===== src/rtl/heartbeat_sequencer.sv =====
// Heartbeat LED sequencer: issues one beat every P ticks (P chosen by the rate class
// latched at beat start), holding led high for the first SYSTOLE_TICKS ticks of each beat.
module heartbeat_sequencer #(
   parameter int PERIOD0      = 48,
   parameter int PERIOD1      = 32,
   parameter int PERIOD2      = 20,
   parameter int PERIOD3      = 12,
   parameter int SYSTOLE_TICKS = 4
) (
   input  logic       clk,
   input  logic       rst_n,
   input  logic       enable,
   input  logic       tick,
   input  logic [1:0] heartbeat,
   output logic       beat,
   output logic       led,
   output logic [1:0] rate_active,
   output logic [7:0] beat_count,
   output logic [1:0] fsm_state
);

   typedef enum logic [1:0] {
      IDLE     = 2'd0,
      SYSTOLE  = 2'd1,
      DIASTOLE = 2'd2
   } state_t;

   // Terminal counts are stored as P-1 so a 256-tick period still fits in 8 bits.
   localparam logic [7:0] PM1_0 = 8'(PERIOD0 - 1);
   localparam logic [7:0] PM1_1 = 8'(PERIOD1 - 1);
   localparam logic [7:0] PM1_2 = 8'(PERIOD2 - 1);
   localparam logic [7:0] PM1_3 = 8'(PERIOD3 - 1);
   localparam logic [8:0] SYS_TICKS = 9'(SYSTOLE_TICKS);

   state_t     state;
   logic [7:0] cnt;
   logic [7:0] period_m1;
   logic [7:0] cnt_inc;
   logic       stay_systole;

   always_comb begin
      period_m1 = PM1_0;
      case (rate_active)
         2'd0:    period_m1 = PM1_0;
         2'd1:    period_m1 = PM1_1;
         2'd2:    period_m1 = PM1_2;
         default: period_m1 = PM1_3;
      endcase
   end

   assign cnt_inc      = cnt + 8'd1;
   assign stay_systole = ({1'b0, cnt_inc} < SYS_TICKS);
   assign fsm_state    = state;

   always_ff @(posedge clk or negedge rst_n) begin
      if (!rst_n) begin
         state       <= IDLE;
         cnt         <= 8'd0;
         beat        <= 1'b0;
         led         <= 1'b0;
         rate_active <= 2'd0;
         beat_count  <= 8'd0;
      end else begin
         beat <= 1'b0;
         case (state)
            IDLE: begin
               if (enable) begin
                  state       <= SYSTOLE;
                  cnt         <= 8'd0;
                  rate_active <= heartbeat;
                  beat        <= 1'b1;
                  led         <= 1'b1;
                  beat_count  <= beat_count + 8'd1;
               end
            end
            default: begin
               if (tick) begin
                  if (cnt == period_m1) begin
                     // Beat boundary: start the next beat or park in IDLE.
                     if (enable) begin
                        state       <= SYSTOLE;
                        cnt         <= 8'd0;
                        rate_active <= heartbeat;
                        beat        <= 1'b1;
                        led         <= 1'b1;
                        beat_count  <= beat_count + 8'd1;
                     end else begin
                        state <= IDLE;
                        cnt   <= 8'd0;
                        led   <= 1'b0;
                     end
                  end else begin
                     cnt <= cnt_inc;
                     if (stay_systole) begin
                        state <= SYSTOLE;
                        led   <= 1'b1;
                     end else begin
                        state <= DIASTOLE;
                        led   <= 1'b0;
                     end
                  end
               end
            end
         endcase
      end
   end

endmodule


===== config.mk =====
export PLATFORM = sky130hd
export DESIGN_NAME = heartbeat_sequencer
export DESIGN_NICKNAME = d
export VERILOG_FILES = /design/src/rtl/heartbeat_sequencer.sv
export SDC_FILE = /design/constraint.sdc
export NUM_CORES = 1
export LEC_CHECK = 0
export ABC_AREA = 1
export CORE_MARGIN = 1.5
export CORE_UTILIZATION = 55
export DETAILED_ROUTE_END_ITERATION = 16
export HOLD_SLACK_MARGIN = 0.03
export PLACE_DENSITY_LB_ADDON = 0.15
export SLEW_MARGIN = 20
export SYNTH_ARGS = -nofsm -noshare
export SYNTH_HDL_FRONTEND = slang
export SYNTH_SLANG_ARGS = --single-unit

===== constraint.sdc =====
create_clock -name clk -period 2.6 [get_ports clk]
set_clock_uncertainty 0.1 [all_clocks]
set_input_delay 0.26 -clock clk [delete_from_list [all_inputs] [get_ports clk]]
set_output_delay 0.26 -clock clk [all_outputs]
set_load 0.03 [all_outputs]

Yosys cells after proc, flatten, opt, wreduce, memory -nomap -nowiden
Cells that the tools add are included.
{"block": "word_totals", "register_bits": 22}
{"block": "op_classes", "n_addsub": 2, "order_cmp": 1, "eq_ne": 4, "muxes": 28, "reduce_logical": 6}
{"operator": "$mux W8", "count": 8}
{"operator": "$mux W2", "count": 9}
{"operator": "$pmux W6 S3", "count": 1}
{"operator": "$add A8 B1 Y8 const B", "count": 2}
{"operator": "$mux W1", "count": 10}
{"operator": "$eq A8 B8 Y1", "count": 1}
{"operator": "$lt A8 B3 Y1 const B", "count": 1}
{"operator": "$logic_not A2 Y1", "count": 2}
{"operator": "$reduce_and A2 Y1", "count": 2}
{"operator": "$reduce_bool A2 Y1", "count": 2}
{"operator": "$eq A2 B1 Y1 const B", "count": 1}
{"operator": "$eq A2 B2 Y1 const B", "count": 1}
{"operator": "$ne A2 B2 Y1 const B", "count": 1}

Longest topological paths before layout
{"block": "depth", "ltp_word": 6, "mapped_depth": 9, "ltp_nobuf": 9}

Worst setup path after synthesis
OpenSTA, ideal clock, no wires.
{"block": "synth_timing", "path_kind": "reg2reg", "start": "reg rate_active[0]", "end": "reg beat_count[3]", "setup_ns": 0.118, "arrival_ns": 1.625, "t_required_ns": 2.382, "path_slack_ns": 0.757, "stages_incl_launch_ff": 9, "period_less_slack_ns": 1.843, "path_cell_list": "dfrtp_1 > inv_1 > ha_1 > xor2_1 > nor2_1 > nand4_1 > buf_2 > nand3_1 > nand2_1"}
{"block": "synth_via", "elab_chain_cells": 5, "elab_cells_between_ends": 7, "cone_classes": "3 x eq/ne; 1 x mux; 3 x reduce/logical"}
{"element": "start, declared", "line_no": "17", "source": "output logic [1:0] rate_active,"}
{"element": "start signal, assigned", "line_no": "70", "source": "rate_active <= heartbeat;"}
{"element": "start signal, assigned", "line_no": "83", "source": "rate_active <= heartbeat;"}
{"element": "$eq A2 B2 Y1 (tied with other cells)", "line_no": "43", "source": "case (rate_active)"}
{"element": "$pmux W6 S3 (*)", "line_no": "43"}
{"element": "$eq A8 B8 Y1 (*)", "line_no": "78", "source": "if (cnt == period_m1) begin"}
{"element": "$reduce_bool A2 Y1 (no source line) (*)"}
{"element": "$reduce_and A2 Y1 (no source line) (*)"}
{"element": "end signal, assigned", "line_no": "73", "source": "beat_count <= beat_count + 8'd1;"}
{"element": "end signal, assigned", "line_no": "86", "source": "beat_count <= beat_count + 8'd1;"}
{"element": "end, declared", "line_no": "18", "source": "output logic [7:0] beat_count,"}
Mark *: on every way between the ends. The rest lies on a longest branch, timed or not.
A chain may end at the register's enable or synchronous reset.

Worst setup path in the final report
{"block": "layout_timing", "start": "reg rate_active[0]", "end": "reg rate_active[0]"}
{"block": "layout_via", "elab_chain_cells": 5, "elab_cells_between_ends": 11, "cone_classes": "3 x eq/ne; 5 x mux; 3 x reduce/logical"}
{"element": "$eq A2 B2 Y1 (tied with other cells)", "line_no": "43"}
{"element": "$pmux W6 S3", "line_no": "43"}
{"element": "$eq A8 B8 Y1", "line_no": "78"}
{"element": "$reduce_bool A2 Y1 (no source line)"}
{"element": "$reduce_and A2 Y1 (no source line)"}
Parallel ways exist; a longest one is shown, timed or not. The select of a mux whose other input is x is not followed.

==> results.py <==
metrics = {
    "outcome": {
        "run_status": "complete, no violations",
    },
    "cells_and_area": {
        "drive_gt1_share_pct": 5.49,
        "syn2layout_area_growth_pct": 20.0,
        "diodes": 0,
        "fin_nets": 194,
    },
    "clocking": {
        "clockBufferDepth": 2,
        "clk_latency_ns": 0.31,
        "ctsHoldBuffers": 0,
        "ctsResizeCount": 0,
        "cts_sinks": 21,
        "cts_setup_buffers": 0,
        "path_clk_slew_ns": 0.12,
        "cts_tree": "yes",
        "htreeDepth": 1,
        "cts-root-buf": "clkbuf_4",
        "numCtsBuffers": 3,
    },
    "setup_path": {
        "path_buf_inv": 2,
        "slowest_delay_ns": 0.42,
        "r2r_end": "rate_active[0]",
        "rrSetupSlack_ns": 0.56,
        "crit_fanout": 11,
        "cp.required_ns": 2.76,
        "endpoint_kind": "flip-flop",
        "r2r_cells": 9,
        "cp_top_family": "simple AND/OR/NAND/NOR gates",
        "critical-path-top-cell-by-count": "nand2_1",
        "cpMaxStageDelayCell": "dfrtp_1",
        "critPathKind": "reg2reg",
        "worstPathArrival_ns": 2.20,
        "start_kind": "flip-flop",
        "crit_chain": "inv_1, ha_1, nor2_1, xor2_1, nand4_1, buf_4, nand2_1, nand2_1, nand2_1",
        "rr_startpoint": "rate_active[0]",
    },
    "global_route": {
        "grt_remaining_overflow": 0,
        "grt_usage_pct": 23.3,
        "grt_max_degree": 22,
        "grt_pass1_wl_um": 4520,
        "first_global_vias": 1086,
        "antenna_found_initial": 0,
    },
    "route": {
        "met3_length_um": 91,
        "wl_um": 2600,
        "post-route-drc-count": 0,
        "num_vias": 1104,
        "m1WireLength_um": 1290,
        "drt-wirelength-per-cell_um": 12.4,
        "firstDrtPassIters": 5,
        "highest_layer": "met4",
        "vias_per_cell": 5.28,
        "drtAntennaViolNets": 0,
        "wl_met2_um": 1170,
        "drt-initial-drc-count": 13,
    },
    "placed_design": {
        "portBuffers": 19,
        "dp_hpwl_um": 1840,
        "dpl_worst_slack_ns": 0.591,
        "place.gp.congestion": 0.847,
    },
    "timing": {
        "grt_setup_unrepaired": "no",
        "min_period_over_period_pct": 78.6,
        "setup_viol": 0,
        "slew_viol_final": 0,
        "max-slew-margin-rel_pct": 75.3,
        "tns_ns": 0,
        "worst_pin_slew_ns": 0.370,
        "fmax_mhz": 489,
        "period_minus_slack_ns": 2.04,
        "hold_viol": 0,
        "fin_ws_ns": 0.556,
    },
    "floorplan": {
        "dieWidth_um": 50.2,
        "ios": 20,
        "core_area_mm2": 0.00202,
        "start_util_pct": 60.6,
        "rows": 16,
        "die_area_mm2": 0.00252,
        "fp.dieH_um": 50.2,
    },
    "synthesis": {
        "ys_types": 24,
        "synth.area.mux_share_pct": 0,
        "yosys.area_share.simple_pct": 31.7,
        "synth_area_mm2": 0.00123,
        "synth_area_per_cell_um2": 7.66,
        "synthCells": 160,
        "ys_warn_count": 0,
        "synth_nets": 171,
        "yosysSeqAreaShare_pct": 42.9,
        "yosys.area_share.xor_xnor_pct": 7.86,
        "synth_compound_area_share_pct": 5.00,
        "synth_top_family_by_area": "simple AND/OR/NAND/NOR gates",
        "synthAdderAreaFrac_pct": 5.10,
        "synth-seq-cells": 21,
    },
    "hold_path": {
        "hp-class": "in2async",
    },
    "power_and_ir_drop": {
        "power.leakage_nw": 0.750,
        "p_per_area_mw_per_mm2": 1100,
        "ir_drop_mv": 0.739,
    },
    "run": {
        "cap_violations": 0,
    },
}
worst reg2reg max path: stages, from the launching register on:
cell and delay (ns):
dfrtp_1 0.42, inv_1 0.08, ha_1 0.22, nor2_1 0.16, xor2_1 0.25, nand4_1 0.12
buf_4 0.18, nand2_1 0.30, nand2_1 0.11, nand2_1 0.07
through the flow:
step	total power [W]	cells	hold slack (ns)	cell area, um2	utilization, %
floorplan	0.00118	160	-0.136	1230	-
global placement	0.00141	205	0.417	1450	71.5
detailed placement	0.00144	205	0.436	1450	71.5
CTS	0.00161	209	0.189	1470	72.8
global route	0.00173	209	0.212	1470	72.8
finish	0.00161	209	0.174	1470	72.8
per-layer routing:
layer  GRT usage (%)  vias up
met5               0        -
met4            9.72        0
met3            3.27        5
met2            36.6       25
met1            32.2      516
li1                -      558
final cells by class:
type	instances	area, um2
multi-input cells	118	609
fillers	169	551
flip-flops and latches	21	526
repair buffers	22	213
inverters	17	63.8
well taps	27	33.8
clock buffers	4	26.3
cells in the final DEF (no fill, tap or decap):
| master | count |
|---|---|
| o21ai_1 | 1 |
| buf_4 | 3 |
| nand2_2 | 1 |
| dfrtp_1 | 21 |
| nand3_1 | 21 |
| nor2_2 | 1 |
| o21ai_0 | 5 |
| inv_1 | 16 |
| or2_2 | 1 |
| nand4_1 | 4 |
| clkdlybuf4s50_1 | 19 |
| a21oi_1 | 1 |
| clkbuf_4 | 3 |
| nor2_1 | 10 |
| xor2_1 | 7 |
| clkbuf_1 | 1 |
| inv_2 | 1 |
| o22ai_1 | 3 |
| nand2_1 | 51 |
| and2_1 | 1 |
| ha_1 | 5 |
| o21bai_1 | 1 |
| xnor2_1 | 4 |
| nor3_1 | 1 |
synthesized netlist by cell type:
library cell  instances  share of area, %
nand4_1               4               2.0
xnor2_1               4               2.9
and2_1                1              0.51
nand3_1              21               8.6
nand2_1              51                16
buf_4                 1              0.61
o21ai_0               5               2.0
ha_1                  5               5.1
buf_1                 1              0.31
o21bai_1              1              0.61
nor3_1                1              0.41
or2_2                 1              0.51
inv_2                 1              0.31
buf_6                 1              0.92
o22ai_1               3               1.5
o21ai_1               1              0.41
nor2_2                1              0.51
dfrtp_1              21                43
a21oi_1               1              0.41
xor2_1                7               5.0
inv_1                16               4.9
buf_2                 1              0.41
nand2_2               1              0.51
nor2_1               10               3.1
worst max-delay path by stage:
stage / from / end / slack [ns] / cells after the start
2_1_floorplan: rate_active[0] / beat_count[3] / 0.76 / 8
3_3_place_gp: rate_active[0] / rate_active[0] / 0.71 / 9
3_5_place_dp: rate_active[1] / rate_active[0] / 0.59 / 9
4_1_cts: rate_active[1] / rate_active[0] / 0.56 / 9
5_1_grt: rate_active[0] / beat_count[5] / 0.37 / 9
6_report: rate_active[0] / rate_active[0] / 0.56 / 9
power by group:
group | total, W | switching, W | internal (W) | leakage (nW)
clock | 0.000165 | 0.000105 | 0.0000600 | 0.0150
combinational | 0.000859 | 0.000518 | 0.000341 | 0.460
sequential | 0.000588 | 0.000143 | 0.000445 | 0.275
flip-flops by register name, indices dropped and copies added, names as in the netlist:
name	cells
beat	1
beat_count	8
cnt	8
fsm_state	1
led	1
rate_active	2
kinds of logic after synthesis:
logic type      after synthesis
fa+ha+maj                     5
simple gates                 91
flops                        21
compound gates               11
buf+inv                      21
xor+xnor                     11
No activity file was read; power rests on OpenSTA's default activity.
